**config.mk**
```make
export PLATFORM = sky130hd
export DESIGN_NAME = psram_spi_initiator
export DESIGN_NICKNAME = d
export VERILOG_FILES = /design/src/rtl/psram_spi_initiator.sv
export SDC_FILE = /design/constraint.sdc
export NUM_CORES = 1
export LEC_CHECK = 0
export CORE_ASPECT_RATIO = 1.75
export CORE_UTILIZATION = 49
export CTS_CLUSTER_SIZE = 10
export DETAILED_ROUTE_END_ITERATION = 10
export GPL_TIMING_DRIVEN = 0
export PLACE_DENSITY_LB_ADDON = 0.2
export SLEW_MARGIN = 15
export SYNTH_ARGS = -nofsm -noshare
export SYNTH_HDL_FRONTEND = slang
export SYNTH_SLANG_ARGS = --single-unit
```
**constraint.sdc**
```tcl
create_clock -name clk -period 2.3 [get_ports clk]
set_input_delay 0.23 -clock clk [delete_from_list [all_inputs] [get_ports clk]]
set_output_delay 0.23 -clock clk [all_outputs]
set_load 0.01 [all_outputs]
```
**src/rtl/psram_spi_initiator.sv**
```systemverilog
// rtl/psram_spi_initiator.sv - single-bit SPI mode-0 initiator for serial PSRAM read/write bursts
module psram_spi_initiator #(
  parameter int CLK_DIV = 2
) (
  input  logic        clk,
  input  logic        rst_n,
  input  logic        cmd_valid,
  output logic        cmd_ready,
  input  logic        cmd_write,
  input  logic [23:0] cmd_addr,
  input  logic [7:0]  cmd_len,
  input  logic [7:0]  wr_data,
  input  logic        wr_valid,
  output logic        wr_ready,
  output logic [7:0]  rd_data,
  output logic        rd_valid,
  output logic        busy,
  output logic        ram_cs,
  output logic        ram_sck,
  output logic        ram_data0,
  input  logic        ram_data1,
  output logic        ram_data2,
  output logic        ram_data3
);

  localparam logic [2:0] S_IDLE    = 3'd0;
  localparam logic [2:0] S_CMD     = 3'd1;
  localparam logic [2:0] S_ADDR    = 3'd2;
  localparam logic [2:0] S_WAIT_WR = 3'd3;
  localparam logic [2:0] S_DATA    = 3'd4;
  localparam logic [2:0] S_END     = 3'd5;
  localparam logic [2:0] S_GAP     = 3'd6;

  // div_cnt is wide enough to time the 2*CLK_DIV chip-select gap
  localparam logic [8:0] HALF_LAST = 9'(CLK_DIV - 1);
  localparam logic [8:0] GAP_LAST  = 9'(2 * CLK_DIV - 1);

  logic [2:0]  state;
  logic [8:0]  div_cnt;
  logic [4:0]  bit_cnt;
  logic [7:0]  byte_cnt;
  // Bit 7 of the current outgoing word lives in mosi_q, so only 31 bits need shifting;
  // sampled MISO bits enter at the bottom and the low 7 bits form the read byte.
  logic [30:0] shift_q;
  logic        is_write;
  logic        cs_q;
  logic        sck_q;
  logic        mosi_q;
  logic [7:0]  opcode;
  logic        half_done;
  logic        bit_done;

  assign opcode    = cmd_write ? 8'h02 : 8'h03;
  assign half_done = (div_cnt == HALF_LAST);
  // A bit cell ends on the edge that takes sck from high back to low
  assign bit_done  = half_done && sck_q;

  assign cmd_ready = (state == S_IDLE);
  assign busy      = !cmd_ready;
  assign wr_ready  = (state == S_WAIT_WR);
  assign ram_cs    = cs_q;
  assign ram_sck   = sck_q;
  assign ram_data0 = mosi_q;
  assign ram_data2 = 1'b1;
  assign ram_data3 = 1'b1;

  // Transaction sequencer: bit-cell timing, shifting, byte counting and cs framing
  always_ff @(posedge clk or negedge rst_n) begin
    if (!rst_n) begin
      state    <= S_IDLE;
      div_cnt  <= '0;
      bit_cnt  <= '0;
      byte_cnt <= '0;
      shift_q  <= '0;
      is_write <= 1'b0;
      cs_q     <= 1'b1;
      sck_q    <= 1'b0;
      mosi_q   <= 1'b0;
      rd_data  <= 8'h00;
      rd_valid <= 1'b0;
    end else begin
      rd_valid <= 1'b0;
      case (state)
        S_IDLE: begin
          if (cmd_valid && cmd_ready) begin
            is_write <= cmd_write;
            byte_cnt <= cmd_len;
            shift_q  <= {opcode[6:0], cmd_addr};
            mosi_q   <= opcode[7];
            cs_q     <= 1'b0;
            sck_q    <= 1'b0;
            div_cnt  <= '0;
            bit_cnt  <= '0;
            state    <= S_CMD;
          end
        end

        S_CMD, S_ADDR, S_DATA: begin
          if (half_done) begin
            div_cnt <= '0;
            sck_q   <= ~sck_q;
          end else begin
            div_cnt <= div_cnt + 9'd1;
          end
          if (bit_done) begin
            shift_q <= {shift_q[29:0], ram_data1};
            bit_cnt <= bit_cnt + 5'd1;
            // MOSI is idle-low while reading data bytes
            mosi_q  <= (state == S_DATA && !is_write) ? 1'b0 : shift_q[30];
            if (state == S_CMD && bit_cnt == 5'd7) begin
              state <= S_ADDR;
            end
            if (state == S_ADDR && bit_cnt == 5'd31) begin
              bit_cnt <= '0;
              mosi_q  <= 1'b0;
              state   <= is_write ? S_WAIT_WR : S_DATA;
            end
            if (state == S_DATA && bit_cnt == 5'd7) begin
              bit_cnt  <= '0;
              byte_cnt <= byte_cnt - 8'd1;
              if (!is_write) begin
                rd_data  <= {shift_q[6:0], ram_data1};
                rd_valid <= 1'b1;
              end
              if (byte_cnt == 8'd0) begin
                mosi_q <= 1'b0;
                state  <= S_END;
              end else if (is_write) begin
                mosi_q <= 1'b0;
                state  <= S_WAIT_WR;
              end
            end
          end
        end

        S_WAIT_WR: begin
          // sck is parked low here, so a late byte simply stretches the transaction
          if (wr_valid) begin
            shift_q[30:24] <= wr_data[6:0];
            mosi_q         <= wr_data[7];
            div_cnt        <= '0;
            state          <= S_DATA;
          end
        end

        S_END: begin
          if (half_done) begin
            cs_q    <= 1'b1;
            div_cnt <= '0;
            state   <= S_GAP;
          end else begin
            div_cnt <= div_cnt + 9'd1;
          end
        end

        S_GAP: begin
          if (div_cnt == GAP_LAST) begin
            div_cnt <= '0;
            state   <= S_IDLE;
          end else begin
            div_cnt <= div_cnt + 9'd1;
          end
        end

        default: state <= S_IDLE;
      endcase
    end
  end

endmodule
```
Yosys cells after proc, flatten, opt, wreduce, memory -nomap -nowiden:

Cells that the tools add are included.

* bitwise logic cells: 2
* reduce and logical (&&, ||, !) cells: 25
* equality and inequality tests: 17
* divide/modulo/power cells: 0
* multiply operators: 0
* shift-type cells: 0
* $add $sub $neg: 3
* order comparisons: 0
* muxes and demuxes: 50

Operators by type and width (number)
* 31-bit 2-to-1 mux: 2
* 24-bit case mux with 2 select lines: 1
* 9-bit 2-to-1 mux: 4
* 9-bit case mux with 4 select lines: 1
* 3-bit 2-to-1 mux: 11
* 8-bit 2-to-1 mux: 3
* 7-bit case mux with 3 select lines: 1
* 5-bit 2-to-1 mux: 4
* 1-bit 2-to-1 mux: 16
* 8-bit case mux with 2 select lines: 1
* 3-bit case mux with 5 select lines: 1
* 2-bit inequality test, second input constant: 6
* 3-bit AND reduction: 4
* 4-bit AND reduction: 3
* 5-bit case mux with 2 select lines: 1
* 9-bit by 1-bit adder with 9-bit output, second input constant: 1
* 3-bit equality test, second input constant: 3
* 9-bit by 1-bit equality test with 1-bit output, second input constant: 1
* 9-bit by 2-bit equality test with 1-bit output, second input constant: 1
* 8-bit logical NOT: 1
* 8-bit by 1-bit subtractor with 8-bit output, second input constant: 1
* 7-bit 2-to-1 mux: 1
* 3-bit by 2-bit equality test with 1-bit output, second input constant: 2
* 1-bit logical AND: 6
* 17 further kinds: 21

* memories kept: 0
* output and inout port bits: 17
* ROM bits: 0
* word-level logic and storage cells: 109
* bits in writable memories: 0
* input bits: 46
* bits in latches: 0
* bits in registers: 69

Longest topological paths before layout:

* depth after elaboration: 9
* mapped depth: 9
* depth with buffers taken out: 9

Worst setup path before layout:

OpenSTA, ideal clock, no wires.

* path type: reg-to-reg
* start: register byte_cnt[0]
* end: register state[1]
* clock period less this slack: 2028 ps
* setup slack: 272 ps
* data arrival time: 1900 ps
* data required time: 2172 ps
* library setup time: 128 ps
* cell stages (with the launch flop): 8
* path buffers: 0
* cell sequence: dfrtp_1 inv_1 ha_1 or3b_2 nor4b_2 a221o_1 o31ai_1 mux2_1

* cells in the longest elaborated chain, start to end: 5

RTL lines
* start: declaration: RTL line 41 `logic [7:0] byte_cnt;`
* start signal: assignment: RTL line 87 `byte_cnt <= cmd_len;`
* start signal: assignment: RTL line 120 `byte_cnt <= byte_cnt - 8'd1;`
* 8-bit logical NOT: RTL line 125 `if (byte_cnt == 8'd0) begin`
* 3-bit 2-to-1 mux: RTL line 125
* 3-bit 2-to-1 mux: RTL line 118 `if (state == S_DATA && bit_cnt == 5'd7) begin`
* 3-bit 2-to-1 mux: RTL line 105 `if (bit_done) begin`
* 3-bit case mux with 5 select lines: RTL line 83 `case (state)`
* end signal: assignment: RTL line 116 `state <= is_write ? S_WAIT_WR : S_DATA;`
* end: declaration: RTL line 38 `logic [2:0] state;`

No other way between the ends. The select of a mux whose other input is x is not followed.
A chain may end at the register's enable or synchronous reset.

Worst setup path in the final report:

* start: register state[0]
* end: output port busy

* cells in the longest elaborated chain, start to end: 2

RTL lines
* 3-bit logical NOT: RTL line 58 `assign cmd_ready = (state == S_IDLE);`
* 1-bit logical NOT: RTL line 59 `assign busy = !cmd_ready;`
* end: declaration: RTL line 17 `output logic busy,`

No other way between the ends.

==> results.cfg <==
[run_status]
status = complete, no violations

[sta]
maxSlewViolCount = 0
setup_viol = 0
finClkSkew_ns = 0.00524
finalSetupTns_ns = 0
finalHoldViolCount = 0
worstMarginPinSlew_ns = 0.580
fin_crit_ns = 2.22
finalCritPeriodShare = 0.964
holdWs_ns = 0.338
fmax_mhz = 451
slew-limit-headroom = 0.610
rsz0062_at_grt = false

[cts]
post-cts-setup-buffers = 0
cts_sinks = 69
clk_latency_ns = 0.33
cts.clk_slew.worst_paths_ns = 0.06
cts_buffers = 9
cts_buffer_depth = 2
ctsRootBufferMaster = clkbuf_16
tritoncts = done
htreeDepth = 3

[synthesis]
synth_mux_area_frac = 0.0635
yosys_warnings = 0
yosys.area.top_type_share = 0.445
yosysSeqAreaShare = 0.452
synth_most_common_cell = dfrtp_1
synth_cells = 407
synth_area_leaders = dfrtp_1 (45%), nand2_1 (6.6%), nor2_1 (4.3%)
synth.avg_cell_area_um2 = 9.39
synth_flop_cell = dfrtp_1
synth_compound_area_frac = 0.185
synth_area_um2 = 3820
synth_xor_xnor_area_share = 0.0111
synth_cell_types = 66
ys_top_cells_by_count = dfrtp_1 (68), nand2_1 (67), nor2_1 (44), a31oi_1 (26), o21ai_0 (25)
ys_seq_elements = 69
synth_top_cell_by_area = dfrtp_1
synthAdderAreaFrac = 0.0190
synth_top_family_by_area = simple AND/OR/NAND/NOR gates
synthArstFlopShare = 1.00
synthSimpleGateAreaFrac = 0.212
synth_edf_count = 0

[grt]
grt_usage = 0.239
overflow = 0
met1_usage = 0.284
grt_use_met3 = 0.0402
grt_pass1_vias = 3162
grt_max_degree = 48
antenna_found_initial = 0
grtUsageMet2 = 0.407
grt_pass1_wl_um = 14700
grt_busiest_layer = met2

[route]
drt-wirelength-per-cell_um = 15.3
dr.pass1.iters = 4
vias = 3236
drt_wl_total_um = 8790
drc = 0
drtIter0Drc = 161
drt-vias-per-instance = 5.64
postRouteAntennaNets = 0

[placement]
place_hpwl_um = 6480
gp_congestion = 0.910
io_buffers = 60

[die]
die_area_um2 = 8170
core_um2 = 7570
die_w_um = 68.8
core.rowCount = 42
start_util = 0.505
die_y_um = 119
io_pins = 63

[critical_path]
path_common_cell = buf_4
critical_path.max_stage_delay_ns = 0.47
worstPathCellList = buf_4 > buf_4 > buf_2 > nor3_4 > inv_1 > clkdlybuf4s50_1
arrival_ns = 1.99
worstSetupPathType = register to primary output
required_ns = 2.07
start_kind = register
cp-end-kind = primary output
critPathSlowestCell = clkdlybuf4s50_1
reg2reg_slack_ns = 0.12
crit_fanout = 10

[pwr]
p_per_area_nw_per_um2 = 1490
power.total_mw = 7.35
p_leak_nw = 2.17
ir_worst_vdd_uv = 779

[layout]
finalNetCount = 532
area_delta_synth_final_pct = 29.1
final_util = 0.652
drive_gt1_frac = 0.154
n_antenna_cell = 0

[hold_path]
hp-class = input port to asynchronous set/reset pin

[flow_run]
cap_viol_max_count = 0
[area by class of cell]
cell class / instances / area, um^2
Sequential cell: 69 / 1730
Buffer: 30 / 181
Clock inverter: 7 / 75.1
Multi-Input combinational cell: 295 / 1930
Clock buffer: 9 / 225
Timing Repair Buffer: 62 / 637
Fill cell: 629 / 2630
Tap cell: 88 / 110
Inverter: 14 / 52.6
[per-stage QoR]
step	instance area, um^2	cells	worst slack, ns
global route	4930	574	0.00454
global placement	4540	556	-1.38
detailed placement	4560	557	-0.0369
floorplan	3830	408	0.272
CTS	4910	574	0.0190
finish	4930	574	0.0819
[worst max-delay path, delay by kind of cell, from the launching register on]
kind / cells / cell delay, ns
buf+inv: 5 / 1.08
flops: 1 / 0.36
simple gates: 1 / 0.20
[cell usage in the layout, fill, tap and decap left out, drive strengths merged, types with 5 or more instances in the layout]
cell type,instances
mux2,18
ha,5
nand2,67
a21oi,10
nor2,44
nor3b,5
clkdlybuf4s50,57
a31oi,26
buf,24
clkbuf,17
o22ai,7
a22o,7
clkinv,5
nor4,6
o21ai,27
nand3,11
dfrtp,68
inv,15
nor3,5
[kinds of logic (layout without fill, tap and decap cells)]
kind of cell    count (synthesis)  in the layout
simple gates                  161            161
compound gates                103            103
flops                          69             69
buf+inv                        44            122
mux                            19             19
fa+ha+maj                       6              6
xor+xnor                        4              4
other cells                     1              2
[timing repair]
| item | 4_1_cts | 5_1_grt |
|---|---|---|
| hold buffers | 1 | 0 |
| pin swaps | 0 | 2 |
| hold endpoints to repair | 21 | 0 |
| resized for setup | 10 | 7 |
| setup endpoints to repair | 5 | 14 |
[routing by layer]
| layer | vias up | share of wire |
|---|---|---|
| met2 | 65 | 0.53 |
| met5 | - | 0 |
| met3 | 19 | 0.031 |
| met1 | 1559 | 0.41 |
| met4 | 0 | 0.026 |
| li1 | 1593 | - |
[where the power goes]
group          total, mW  switching [mW]  internal [mW]
clock               1.38           0.539          0.844
combinational       3.93            2.30           1.63
sequential          2.03           0.335           1.70
total               7.35            3.17           4.17
[registers in the layout, indices dropped and copies added (netlist names)]
name,count
shift_q,31
div_cnt,9
byte_cnt,8
rd_data,8
bit_cnt,5
state,3
is_write,1
ram_cs,1
ram_data0,1
ram_sck,1
rd_valid,1
[path summary, 6_finish.rpt]
check | from | end | depth (start not counted)
hold reg to reg | shift_q[29] | shift_q[29] | 1
max in group asynchronous | rst_n | byte_cnt[2] | 3
min in group clk | cmd_addr[6] | shift_q[6] | 3
setup / recovery | state[0] | busy | 6
hold / removal | rst_n | shift_q[29] | 2
setup reg to reg | byte_cnt[0] | state[1] | 7
Note: power is estimated with default switching activity, not from simulation.
